## src/rtl/spm_drv.sv

```systemverilog
// rtl/spm_drv.sv - operand/result driver for a bit-serial serial/parallel multiplier core
module spm_drv #(
    parameter int bits = 32
) (
    input  logic              clk,
    input  logic              rst,
    input  logic              in_valid,
    output logic              in_ready,
    input  logic [bits-1:0]   in_x,
    input  logic [bits-1:0]   in_a,
    output logic              mul_x,
    output logic [bits-1:0]   mul_a,
    input  logic              mul_y,
    output logic              out_valid,
    input  logic              out_ready,
    output logic [2*bits-1:0] out_p,
    output logic              busy
);

    localparam int PW = 2 * bits;
    localparam int CW = $clog2(PW + 1);

    typedef enum logic [1:0] {
        IDLE = 2'd0,
        RUN  = 2'd1,
        DONE = 2'd2
    } state_t;

    state_t          state;
    logic [PW-1:0]   sreg;
    logic [PW-1:0]   preg;
    logic [CW-1:0]   cnt;
    logic [bits-1:0] a_reg;

    // Step c of a run presents x bit c; the upper half of sreg is zero, so
    // steps bits..2*bits feed zeros and flush the core back to all-zero.
    assign mul_x = (state == RUN) & sreg[0];
    assign mul_a = a_reg;
    assign out_p = preg;

    // Control FSM with registered handshake flags, operand and product shifting.
    always_ff @(posedge clk or posedge rst) begin
        if (rst) begin
            state     <= IDLE;
            sreg      <= '0;
            preg      <= '0;
            cnt       <= '0;
            a_reg     <= '0;
            in_ready  <= 1'b1;
            out_valid <= 1'b0;
            busy      <= 1'b0;
        end else begin
            case (state)
                IDLE: begin
                    if (in_valid) begin
                        sreg     <= {{bits{1'b0}}, in_x};
                        a_reg    <= in_a;
                        cnt      <= '0;
                        preg     <= '0;
                        state    <= RUN;
                        in_ready <= 1'b0;
                        busy     <= 1'b1;
                    end
                end
                RUN: begin
                    sreg <= sreg >> 1;
                    cnt  <= cnt + 1'b1;
                    // The core answers one cycle late, so product bit c-1
                    // arrives during step c; step 0 carries no product bit.
                    if (cnt != '0) begin
                        preg <= {mul_y, preg[PW-1:1]};
                    end
                    if (cnt == CW'(PW)) begin
                        state     <= DONE;
                        out_valid <= 1'b1;
                    end
                end
                DONE: begin
                    if (out_ready) begin
                        state     <= IDLE;
                        out_valid <= 1'b0;
                        busy      <= 1'b0;
                        in_ready  <= 1'b1;
                    end
                end
                default: begin
                    state     <= IDLE;
                    in_ready  <= 1'b1;
                    out_valid <= 1'b0;
                    busy      <= 1'b0;
                end
            endcase
        end
    end

endmodule

```

## config.mk

```make
export PLATFORM = sky130hd
export DESIGN_NAME = spm_drv
export DESIGN_NICKNAME = d
export VERILOG_FILES = /design/src/rtl/spm_drv.sv
export SDC_FILE = /design/constraint.sdc
export NUM_CORES = 1
export LEC_CHECK = 0
export ABC_AREA = 1
export CAP_MARGIN = 10
export CORE_UTILIZATION = 45
export CTS_CLUSTER_SIZE = 16
export DETAILED_ROUTE_END_ITERATION = 10
export PLACE_DENSITY = 0.77
export SKIP_CTS_REPAIR_TIMING = 1
export SLEW_MARGIN = 0
export SYNTH_ARGS = -nofsm -noshare
export SYNTH_HDL_FRONTEND = slang
export SYNTH_SLANG_ARGS = --single-unit
```

## constraint.sdc

```tcl
create_clock -name clk -period 6.25 [get_ports clk]
set_input_delay 0.9375 -clock clk [delete_from_list [all_inputs] [get_ports clk]]
set_output_delay 0.9375 -clock clk [all_outputs]
set_load 0.02 [all_outputs]
```

==> out/summary.md <==
The run finished with clean final reports. The initial utilization of the core area, before any placement, comes to 47.05%. Count of pins over their slew limit: 0. The signal on the critical path passes through nor2_4 -> buf_4 -> inv_2 -> nor2_1 -> clkdlybuf4s50_1. The tools report the final setup slack of the worst path as 2.590 ns.

The multi-input logic area was 1951 µm²; the wire length of the first global-routing pass was 22050 µm. The number of detailed-routing iterations run before antenna repair was 5. Counting flops and latches in the post-synthesis netlist gives 140. The routed design has 13220 µm of wire.

The detailed-route wire length per cell was 13.34 µm; the clock transition at the register clock pins on the worst setup and hold paths after CTS was 0.06 ns. The largest individual stage delay along the critical path comes from the cell sky130_fd_sc_hd__buf_4. In this run, the number of DRC markers left after iteration 0 of detailed routing was 573. Sequential fraction of the synthesis area: 60.75%.

Using the TritonRoute via totals, the vias-per-cell ratio works out to 4.947. Post-detailed-route count of antenna-violating nets: 0. Along the worst path, the maximum fanout reaches 105. The region available for standard cell placement spans 12260 µm². The die covers 13280 µm². The run gives 0 as the number of antenna violations at the first check in global routing.

Measured along the y axis, the die boundary spans 115.2 µm. The floorplan has 40 rows. IR analysis of the VDD net gives a maximum drop of 0.0002714 V. Cells with a size suffix above 1 make up 5.468% of the layout. Setup violations remaining at the end of the flow were counted as 0. TritonCTS built the clock tree.

The number of sinks handled by clock tree synthesis came out at 140. Setup repair after global routing left no endpoint under its margin. Each instance of the synthesized netlist takes up on average 8.781 µm².

STA puts the critical path data required time at 5.31 ns. For the deepest clock path buffer count, the log shows 2. Final weighted congestion in routability-driven placement: 0.7654.

The run gives 0 as the number of maximum-capacitance constraint violations. Counting the fill cells in the layout gives 978. The detailed router placed 4902 vias in this run. Combined global-route utilization of all metal layers: 21.63%. The repair_antennas step left the layout with diodes totalling 0.

Dividing total power by cell area gives a power density of 485.5 nW/µm². The register area is 3505 µm², and the pin slew with the least headroom to its limit is 1.036 ns. The tools report the design area as 8029 µm². Counting I/O delays and the setup requirement, the final critical path takes 3.660 ns. The worst hold path was traced through 2 stages. In the final design database the tool counted 881 nets. Hold is met by 0.4697 ns. The setup total negative slack was 0 ns.

Yosys printed 0 warnings. For the number of H-tree branching levels, the log shows 4. The ratio of final minimum period to clock period came out at 58.56%. Detailed placement ended at an HPWL of 8440 µm. The fraction of the core area covered by cells at the end of the flow is 65.48%.

Summed over all layers, the global routing overflow is 0. The width of the die was 115.2 µm. Startpoint type of the worst setup path: a flop. At the worst endpoint, the arrival time is 2.72 ns. The run gives 5769 µm² as the synthesized area. Clock latency on the worst-skew pair, taken at its later pin, is 0.42 ns.

The worst setup path is captured at an output pin. For this run, the top clock speed supported by timing is 273.2 MHz. Across the routed clock network, the largest skew measured is 0.005710 ns.

The highest cell delay on the worst timing path is 0.77 ns, and the pin count of the biggest net entering global routing is 106. The number of clock buffers added by TritonCTS is 17. Prior to clock tree synthesis, the placed netlist has a worst setup slack of 2.682 ns. Once placement finished, the instance area stood at 7420 µm².

The category of the most critical setup path was reg2out. The class of the most critical hold timing path is reg2reg. The netlist uses 22 different library cells. The worst register-to-register path has a setup slack of 3.45 ns. The number of primary I/O pins came out at 169. The number of cells on the worst reg-to-reg path is 7. In the synthesized netlist, the number of instances is 657. For this design the static power due to leakage is 4.006 nW.

Compared with the post-synthesis result, the final layout area differs by 39.17%. For this run, design rule violations remaining after detail routing come to 0. The root buffer cell chosen for the clock tree is sky130_fd_sc_hd__clkbuf_16. The count of final hold-check violations is 0, and the number of I/O port buffers is 168. In this run the tightest slew margin relative to its limit is 30.90%. Counting every net in the synthesized netlist gives 728.

The number of global-route vias before repair came out at 4634.
## layer usage
layer / vias to the layer above / GRT usage (%) / part of all wire, %
li1: 2382 / - / -
met5: - / 0 / 0
met4: 0 / 9.870 / 2.0
met1: 2322 / 28.20 / 44
met2: 174 / 33.25 / 47
met3: 24 / 6.695 / 6.6
## worst max-delay path, delay by kind of cell, from the launching register on
family	cells	cell delay, ns
and+or+nand+nor	2	0.24
DFF	1	0.43
buffers and inverters	3	1.55
## Yosys cell counts
cell type	number	share of area (%)
sky130_fd_sc_hd__buf_1	4	0.26
sky130_fd_sc_hd__o211ai_1	1	0.13
sky130_fd_sc_hd__nand4_1	2	0.22
sky130_fd_sc_hd__nand2_2	2	0.22
sky130_fd_sc_hd__a21oi_1	1	0.087
sky130_fd_sc_hd__nor2_1	8	0.52
sky130_fd_sc_hd__o21ai_0	4	0.35
sky130_fd_sc_hd__ha_1	2	0.43
sky130_fd_sc_hd__nand3_1	102	8.8
sky130_fd_sc_hd__nand3_2	1	0.17
sky130_fd_sc_hd__dfstp_2	1	0.46
sky130_fd_sc_hd__buf_4	3	0.39
sky130_fd_sc_hd__nand2_4	1	0.20
sky130_fd_sc_hd__nand2_1	340	22
sky130_fd_sc_hd__nor2_4	1	0.20
sky130_fd_sc_hd__o22ai_1	2	0.22
sky130_fd_sc_hd__buf_6	13	2.5
sky130_fd_sc_hd__inv_2	5	0.33
sky130_fd_sc_hd__buf_2	17	1.5
sky130_fd_sc_hd__and2_1	1	0.11
sky130_fd_sc_hd__inv_1	7	0.46
sky130_fd_sc_hd__dfrtp_1	139	60
## through the flow
stage	cells	power [W]
floorplan	657	0.002340
global placement	959	0.002838
detailed placement	959	0.002890
CTS	991	0.003931
global route	991	0.004146
finish	991	0.003898
## cell usage in the layout (no fill, tap or decap)
cell	n
sky130_fd_sc_hd__nand2_1	340
sky130_fd_sc_hd__clkdlybuf4s50_1	168
sky130_fd_sc_hd__dfrtp_1	139
sky130_fd_sc_hd__nand3_1	102
sky130_fd_sc_hd__clkbuf_16	17
sky130_fd_sc_hd__nor2_1	8
sky130_fd_sc_hd__clkbuf_8	7
sky130_fd_sc_hd__inv_1	6
sky130_fd_sc_hd__inv_2	5
sky130_fd_sc_hd__o21ai_0	4
sky130_fd_sc_hd__clkinv_2	4
sky130_fd_sc_hd__buf_4	3
sky130_fd_sc_hd__nand2_2	2
sky130_fd_sc_hd__o22ai_1	2
sky130_fd_sc_hd__nand4_1	2
sky130_fd_sc_hd__ha_1	2
sky130_fd_sc_hd__clkbuf_1	2
sky130_fd_sc_hd__bufinv_16	2
sky130_fd_sc_hd__nand3_2	1
sky130_fd_sc_hd__nor2_4	1
sky130_fd_sc_hd__nand2_4	1
sky130_fd_sc_hd__a21oi_1	1
sky130_fd_sc_hd__and2_1	1
sky130_fd_sc_hd__inv_6	1
sky130_fd_sc_hd__o211ai_1	1
sky130_fd_sc_hd__dfstp_2	1
## final cells by class
class / instances / area share, %
clock buffers: 26 / 6.592
clock inverters: 6 / 0.9974
inverters: 12 / 0.6233
multi-input cells: 468 / 24.29
flip-flops and latches: 140 / 43.65
well taps: 168 / 2.618
repair buffers: 171 / 21.22
## power breakdown
part           internal, W  switching [W]
combinational     0.000604       0.000837
sequential         0.00123       0.000212
clock             0.000659       0.000359
## state kept, by name (all words and copies together), names as in the netlist
register,flops
busy,1
cnt,7
state,2
sreg,32
out_valid,1
out_p,64
mul_a,32
in_ready,1
## worst paths after layout
path                          start   endpoint
max                        state[1]      mul_x
min                            busy       busy
max reg2reg                state[1]  out_p[62]
min reg2reg                    busy       busy
max in group asynchronous       rst   out_p[4]
min in group asynchronous       rst   sreg[24]
## logic make-up after synthesis
family                     synth area share, %
DFF                                      60.75
and+or+nand+nor                          32.60
adders and majority gates               0.4337
AOI/OAI and AO/OA                       0.7807
buffers and inverters                    5.443
Power figures use the tool's default switching activity.
